### config.mk
export PLATFORM = sky130hd
export DESIGN_NAME = multibyte_add_seq
export DESIGN_NICKNAME = d
export VERILOG_FILES = /design/src/rtl/multibyte_add_seq.sv
export SDC_FILE = /design/constraint.sdc
export NUM_CORES = 1
export LEC_CHECK = 0
export ABC_AREA = 1
export CAP_MARGIN = 20
export CORE_MARGIN = 2
export CORE_UTILIZATION = 50
export DETAILED_ROUTE_END_ITERATION = 8
export PLACE_DENSITY_LB_ADDON = 0.25
export SYNTH_ARGS = -nofsm -noshare
export SYNTH_HDL_FRONTEND = slang
export SYNTH_SLANG_ARGS = --single-unit
### constraint.sdc
create_clock -name clk -period 2.8 [get_ports clk]
set_clock_uncertainty 0.1 [all_clocks]
set_input_delay 0.56 -clock clk [delete_from_list [all_inputs] [get_ports clk]]
set_output_delay 0.56 -clock clk [all_outputs]
set_load 0.02 [all_outputs]
### src/rtl/multibyte_add_seq.sv
// Byte-serial add/subtract controller: sequences two NBYTES-wide operands one byte per clock
// through an external 8-bit ripple-carry adder, chaining the carry in a register.
module multibyte_add_seq #(
    parameter int unsigned NBYTES = 4
) (
    input  logic                clk,
    input  logic                rst_n,
    input  logic                in_valid,
    output logic                in_ready,
    input  logic [8*NBYTES-1:0] in_a,
    input  logic [8*NBYTES-1:0] in_b,
    input  logic                in_sub,
    output logic [7:0]          add_a,
    output logic [7:0]          add_b,
    output logic                add_ci,
    input  logic [7:0]          add_sum,
    input  logic                add_c,
    output logic                out_valid,
    input  logic                out_ready,
    output logic [8*NBYTES-1:0] out_sum,
    output logic                out_carry,
    output logic                out_ovf
);

    localparam int unsigned W  = 8 * NBYTES;
    localparam int unsigned IW = $clog2(NBYTES);
    localparam logic [IW-1:0] LAST = IW'(NBYTES - 1);

    typedef enum logic [1:0] {
        IDLE,
        RUN,
        DONE
    } state_t;

    state_t        state;
    logic [IW-1:0] idx;
    logic          carry;
    logic [W-1:0]  a_reg;
    logic [W-1:0]  b_reg;
    logic [W-1:0]  res;

    always_ff @(posedge clk or negedge rst_n) begin
        if (!rst_n) begin
            state <= IDLE;
            idx   <= '0;
            carry <= 1'b0;
            a_reg <= '0;
            b_reg <= '0;
            res   <= '0;
        end else begin
            unique case (state)
                IDLE: begin
                    if (in_valid) begin
                        // Subtraction is A + ~B + 1: invert B up front, seed the carry with 1.
                        a_reg <= in_a;
                        b_reg <= in_b ^ {W{in_sub}};
                        carry <= in_sub;
                        idx   <= '0;
                        state <= RUN;
                    end
                end
                RUN: begin
                    res[{idx, 3'b000} +: 8] <= add_sum;
                    carry                   <= add_c;
                    if (idx == LAST) begin
                        idx   <= '0;
                        state <= DONE;
                    end else begin
                        idx <= idx + 1'b1;
                    end
                end
                DONE: begin
                    if (out_ready) begin
                        state <= IDLE;
                    end
                end
                default: state <= IDLE;
            endcase
        end
    end

    // Outputs decode registered state only, so there is no loop through the external adder.
    always_comb begin
        in_ready  = (state == IDLE);
        add_a     = 8'h00;
        add_b     = 8'h00;
        add_ci    = 1'b0;
        out_valid = 1'b0;
        out_sum   = '0;
        out_carry = 1'b0;
        out_ovf   = 1'b0;
        if (state == RUN) begin
            add_a  = a_reg[{idx, 3'b000} +: 8];
            add_b  = b_reg[{idx, 3'b000} +: 8];
            add_ci = carry;
        end
        if (state == DONE) begin
            out_valid = 1'b1;
            out_sum   = res;
            out_carry = carry;
            out_ovf   = (a_reg[W-1] == b_reg[W-1]) && (res[W-1] != a_reg[W-1]);
        end
    end

endmodule

# Word level (Yosys, flattened, before mapping)
# Cells that the tools add are included.
totals:
  ff_bits: 101
  latch_bits: 0
  mem_bits_rw: 0
  mem_bits_ro: 0
  inputBits: 78
  output_inout_bits: 53
  elab_cells: 44
  mem_count: 0
classes:
  n_addsub: 2
  mul: 0
  div: 0
  order_cmp: 0
  eq_ne: 8
  shift: 4
  n_mux: 17
  bitwise: 1
  reduce_logical: 6
op_table:
  columns: ["operator", "count"]
  rows:
  - ["$shiftx 32x6->8", 2]
  - ["$bwmux 32", 1]
  - ["$mux 32", 1]
  - ["$shift 8x7->32 const A", 1]
  - ["$shiftx 8x7->32", 1]
  - ["$xor 32x32->32", 1]
  - ["$mux 8", 2]
  - ["$mux 2", 5]
  - ["$neg 5->7", 1]
  - ["$ne 2x2->1 const B", 3]
  - ["$pmux 2 s3", 1]
  - ["$mux 1", 5]
  - ["$eq 2x2->1 const B", 2]
  - ["$pmux 2 s2", 1]
  - ["$reduce_and 2->1", 2]
  - ["$reduce_and 3->1", 1]
  - ["$add 2x1->2 const B", 1]
  - ["$eq 2x1->1 const B", 1]
  - ["$logic_not 2->1", 1]
  - ["$pmux 1 s2", 1]
  - ["$reduce_bool 2->1", 1]
  - ["$eq 1x1->1", 1]
  - ["$logic_and 1x1->1", 1]
  - ["$ne 1x1->1", 1]

# Longest topological paths before layout
# Gate-level depths: netlist (run 1).
logic_depth:
  word_depth: 3
  mapped_depth: 10

# Worst setup path before layout (run 1)
# OpenSTA, ideal clock, no wires.
synth_timing:
  path_kind: "register -> output"
  startpoint: "reg idx[1]"
  endpoint: "out add_a[0]"
  t_arrival_ns: 1.319
  required_time_ns: 2.140
  setup_slack_ns: 0.821
  path_stages_with_launch: 6
  n_path_buf: 2
  path_cell_list: "dfrtp_1 -> buf_2 -> clkinv_1 -> buf_2 -> nand3_1 -> a21oi_1"
synth_between:
  elab_chain_cells: 2
synth_rtl:
  columns: ["item", "line_no", "rtl"]
  rows:
  - ["start, declared", "36", "logic [IW-1:0] idx;"]
  - ["start signal, assigned", "69", "idx <= idx + 1'b1;"]
  - ["$shiftx 32x6->8", "93", "add_a = a_reg[{idx, 3'b000} +: 8];"]
  - ["$mux 8", "92", "if (state == RUN) begin"]
  - ["end, declared", "13", "output logic [7:0] add_a,"]
# Every way passes these cells.

# Worst setup path in the final report (run 1)
layout_timing:
  startpoint: "reg state[1]"
  endpoint: "out add_ci"
layout_between:
  elab_chain_cells: 2
layout_rtl:
  columns: ["item", "line_no", "rtl"]
  rows:
  - ["start, declared", "35", "state_t state;"]
  - ["start signal, assigned", "44", "state <= IDLE;"]
  - ["start signal, assigned", "59", "state <= RUN;"]
  - ["start signal, assigned", "67", "state <= DONE;"]
  - ["$eq 2x1->1", "92", null]
  - ["$mux 1", "92", null]
  - ["end, declared", "15", "output logic add_ci,"]
# Every way passes these cells.

==> flow_summary.json, run 1 <==
{
  "p_leak_nw": 4.12,
  "synth_cell_types": 25,
  "antenna_found_initial": 0,
  "synthTopCellsByArea": "dfrtp_1, nand2_1, inv_1, xnor2_1, nand3_1",
  "hold_viol_final": 0,
  "cp_cell_sequence": "inv_1 > nand2_2 > buf_4 > nor2_1 > clkdlybuf4s50_1",
  "ys_seq_area_share_pct": 46.1,
  "max-slew-margin-rel_pct": 40.3,
  "worst_slack_ns": 0.138,
  "routabilityCongestion": 0.917,
  "cts_sinks": 101,
  "start_kind": "flip-flop",
  "slew_violations": 0,
  "layout_commonest_cell": "nand2_1",
  "yosys_warnings": 0,
  "endpoint": "add_ci",
  "grt_usage_pct": 22.7,
  "grt_pass1_vias": 4613,
  "cts_root_buf": "clkbuf_8",
  "num-nets-final": 925,
  "cts.path.max_buffers": 2,
  "seq_power_share_pct": 35.9,
  "synth_largest_area_cell": "dfrtp_1",
  "firstDrtPassIters": 5,
  "r2r_start": "idx[0]",
  "startpoint": "state[1]",
  "cts_tree": "built",
  "dp_worst_setup_slack_ns": 0.342,
  "setup_viol": 0,
  "combinationalPowerShare_pct": 51.5,
  "die_area_sq_mm": 0.0118,
  "yosysTopAreaCellShare_pct": 46.1,
  "cp_max_fo": 13,
  "fmax_mhz": 376,
  "worst_pin_slew_ns": 0.895,
  "ir_drop_v": 0.000581,
  "power.density_mw_per_mm2": 965,
  "clk_pin_slew_ns": 0.10,
  "portBuffers": 130,
  "gr-total-overflow": 0,
  "post-route-period-util_pct": 95.1,
  "wire_per_inst_um": 12.9,
  "slowest_stage": "clkdlybuf4s50_1",
  "drt_iter0_drc": 225,
  "r2r-end": "res[23]",
  "synth_area_per_cell_sq_um": 7.57,
  "insertion_delay_ns": 0.36,
  "period_needed_ns": 2.66,
  "cts_made_buffers": 9,
  "syn2layout_area_growth_pct": 29.4,
  "path_class": "flip-flop to output pin",
  "endpoint_kind": "output pin",
  "crit_required_ns": 2.14,
  "routed_via_density": 4.85,
  "multiInputGateArea_sq_mm": 0.00223,
  "drt-total-wl_um": 12800,
  "synth_area_sq_mm": 0.00548,
  "cts-htree-levels": 3,
  "slowest_delay_ns": 0.60,
  "ys_ff_latch": 101,
  "regArea_sq_mm": 0.00253,
  "r2r_cells": 7,
  "core.rowCount": 38,
  "run_status": "finished clean",
  "antenna_cells": 0,
  "critPathArrivalTime_ns": 2.00,
  "clockPowerShare_pct": 12.6,
  "die_height_um": 109,
  "layout_common_cells": "nand2_1, inv_1, dfrtp_1",
  "coreArea_sq_mm": 0.0107,
  "synthCells": 724,
  "power_w": 0.00684,
  "drive_gt1_share_pct": 7.44,
  "nFillCells": 931,
  "initial_core_util_pct": 51.0,
  "holdBufCountCts": 0,
  "antenna_left": 0,
  "async_reset_ff_share_pct": 100,
  "ys.flop_type": "dfrtp_1",
  "post-cts-setup-buffer-count": 0,
  "p_sw_w": 0.00302,
  "hp-class": "input pin to async pin",
  "grt_pass1_wl_um": 21200,
  "grt_max_degree": 102,
  "route.detailed.drc": 0,
  "die_x_um": 109,
  "worst-r2r-setup-slack_ns": 0.64,
  "hpwl_um": 9320,
  "internal_power_w": 0.00382,
  "synth_edf_count": 0,
  "max_cap_violations": 0,
  "syn_nets": 807,
  "num_io_pins": 131,
  "p_sw_share_pct": 44.1,
  "vias": 4785
}
-- repair_timing --
item | in CTS | in global routing
resized for setup | 10 | 40
endpoints found under the setup margin | 16 | 39
hold endpoints to repair | 0 | 0
-- critical path: cells and delay by family, from the launching register on --
kind	cells	cell delay, ns
simple gates	2	0.23
flops	1	0.45
buf+inv	3	0.97
-- power by group through the flow --
stage          registers, W  clock network (W)  logic [W]
6_report            0.00246           0.000863    0.00352
5_1_grt             0.00254           0.000943    0.00396
4_1_cts             0.00246           0.000885    0.00356
3_5_place_dp        0.00248                  0    0.00361
3_3_place_gp        0.00245                  0    0.00352
2_1_floorplan       0.00237                  0    0.00261
-- through the flow --
stage / hold WS (ns) / instances / TNS [ns] / util [%] / area (sq um)
CTS: 0.163 / 987 / 0 / 65.1 / 6990
floorplan: 0.164 / 724 / 0 / - / 5480
finish: 0.128 / 987 / 0 / 66.0 / 7090
detailed placement: 0.365 / 971 / 0 / 63.4 / 6810
global route: 0.156 / 987 / -0.000737 / 66.0 / 7090
global placement: 0.363 / 971 / 0 / 63.4 / 6810
-- routing by layer --
layer  GRT usage (%)  up-vias  part of all wire [%]
met5               0        -                     0
met4            7.97        0                   1.7
met3            3.59       23                   6.8
met2            37.5      169                    48
met1            30.5     2194                    44
li1                -     2399                     -
-- Yosys cell counts (3+ instances only) --
| cell type | count |
|---|---|
| o21ai_2 | 21 |
| nand2_2 | 3 |
| xnor2_1 | 32 |
| nor2_1 | 44 |
| clkbuf_1 | 4 |
| dfrtp_1 | 101 |
| ha_1 | 5 |
| buf_2 | 14 |
| o21ai_0 | 17 |
| o21ai_1 | 31 |
| buf_6 | 12 |
| nand3_1 | 45 |
| a21oi_1 | 17 |
| inv_1 | 122 |
| nand2_1 | 240 |
| nor2_4 | 4 |
-- area by class of cell --
cell class,instances,share of cell area (%)
multi-input combinational,462,31.4
tap,140,2.47
inverter,125,6.62
clock buffer,12,2.19
timing repair buffer,143,21.2
sequential,101,35.7
clock inverter,4,0.459
-- cells by family after synthesis --
kind of cell	Yosys count	synth area share, %
AOI/OAI and AO/OA	86	9.29
and+or+nand+nor	339	25.0
DFF	101	46.1
xor gates and xnor gates	32	5.11
buffers and inverters	161	13.3
adders and majority gates	5	1.14
-- how the worst min path moves through the flow --
stage          startpoint  endpoint  cells after the start
2_1_floorplan       rst_n  a_reg[0]                      0
3_3_place_gp      res[12]   res[12]                      2
3_5_place_dp      res[28]   res[28]                      2
4_1_cts             rst_n  a_reg[2]                      2
5_1_grt             rst_n  a_reg[2]                      2
6_report            rst_n  a_reg[2]                      2
Note: power is estimated with default switching activity, not from simulation.
==> inputs of run 2 (changes only) <==
--- a/config.mk
+++ b/config.mk
@@ -10,6 +10,7 @@
 export CORE_MARGIN = 2
 export CORE_UTILIZATION = 50
 export DETAILED_ROUTE_END_ITERATION = 8
+export HOLD_SLACK_MARGIN = 0.12
 export PLACE_DENSITY_LB_ADDON = 0.25
 export SYNTH_ARGS = -nofsm -noshare
 export SYNTH_HDL_FRONTEND = slang
==> results of run 2 <==
The final DEF is identical to that of run 1; final timing and power are the same.
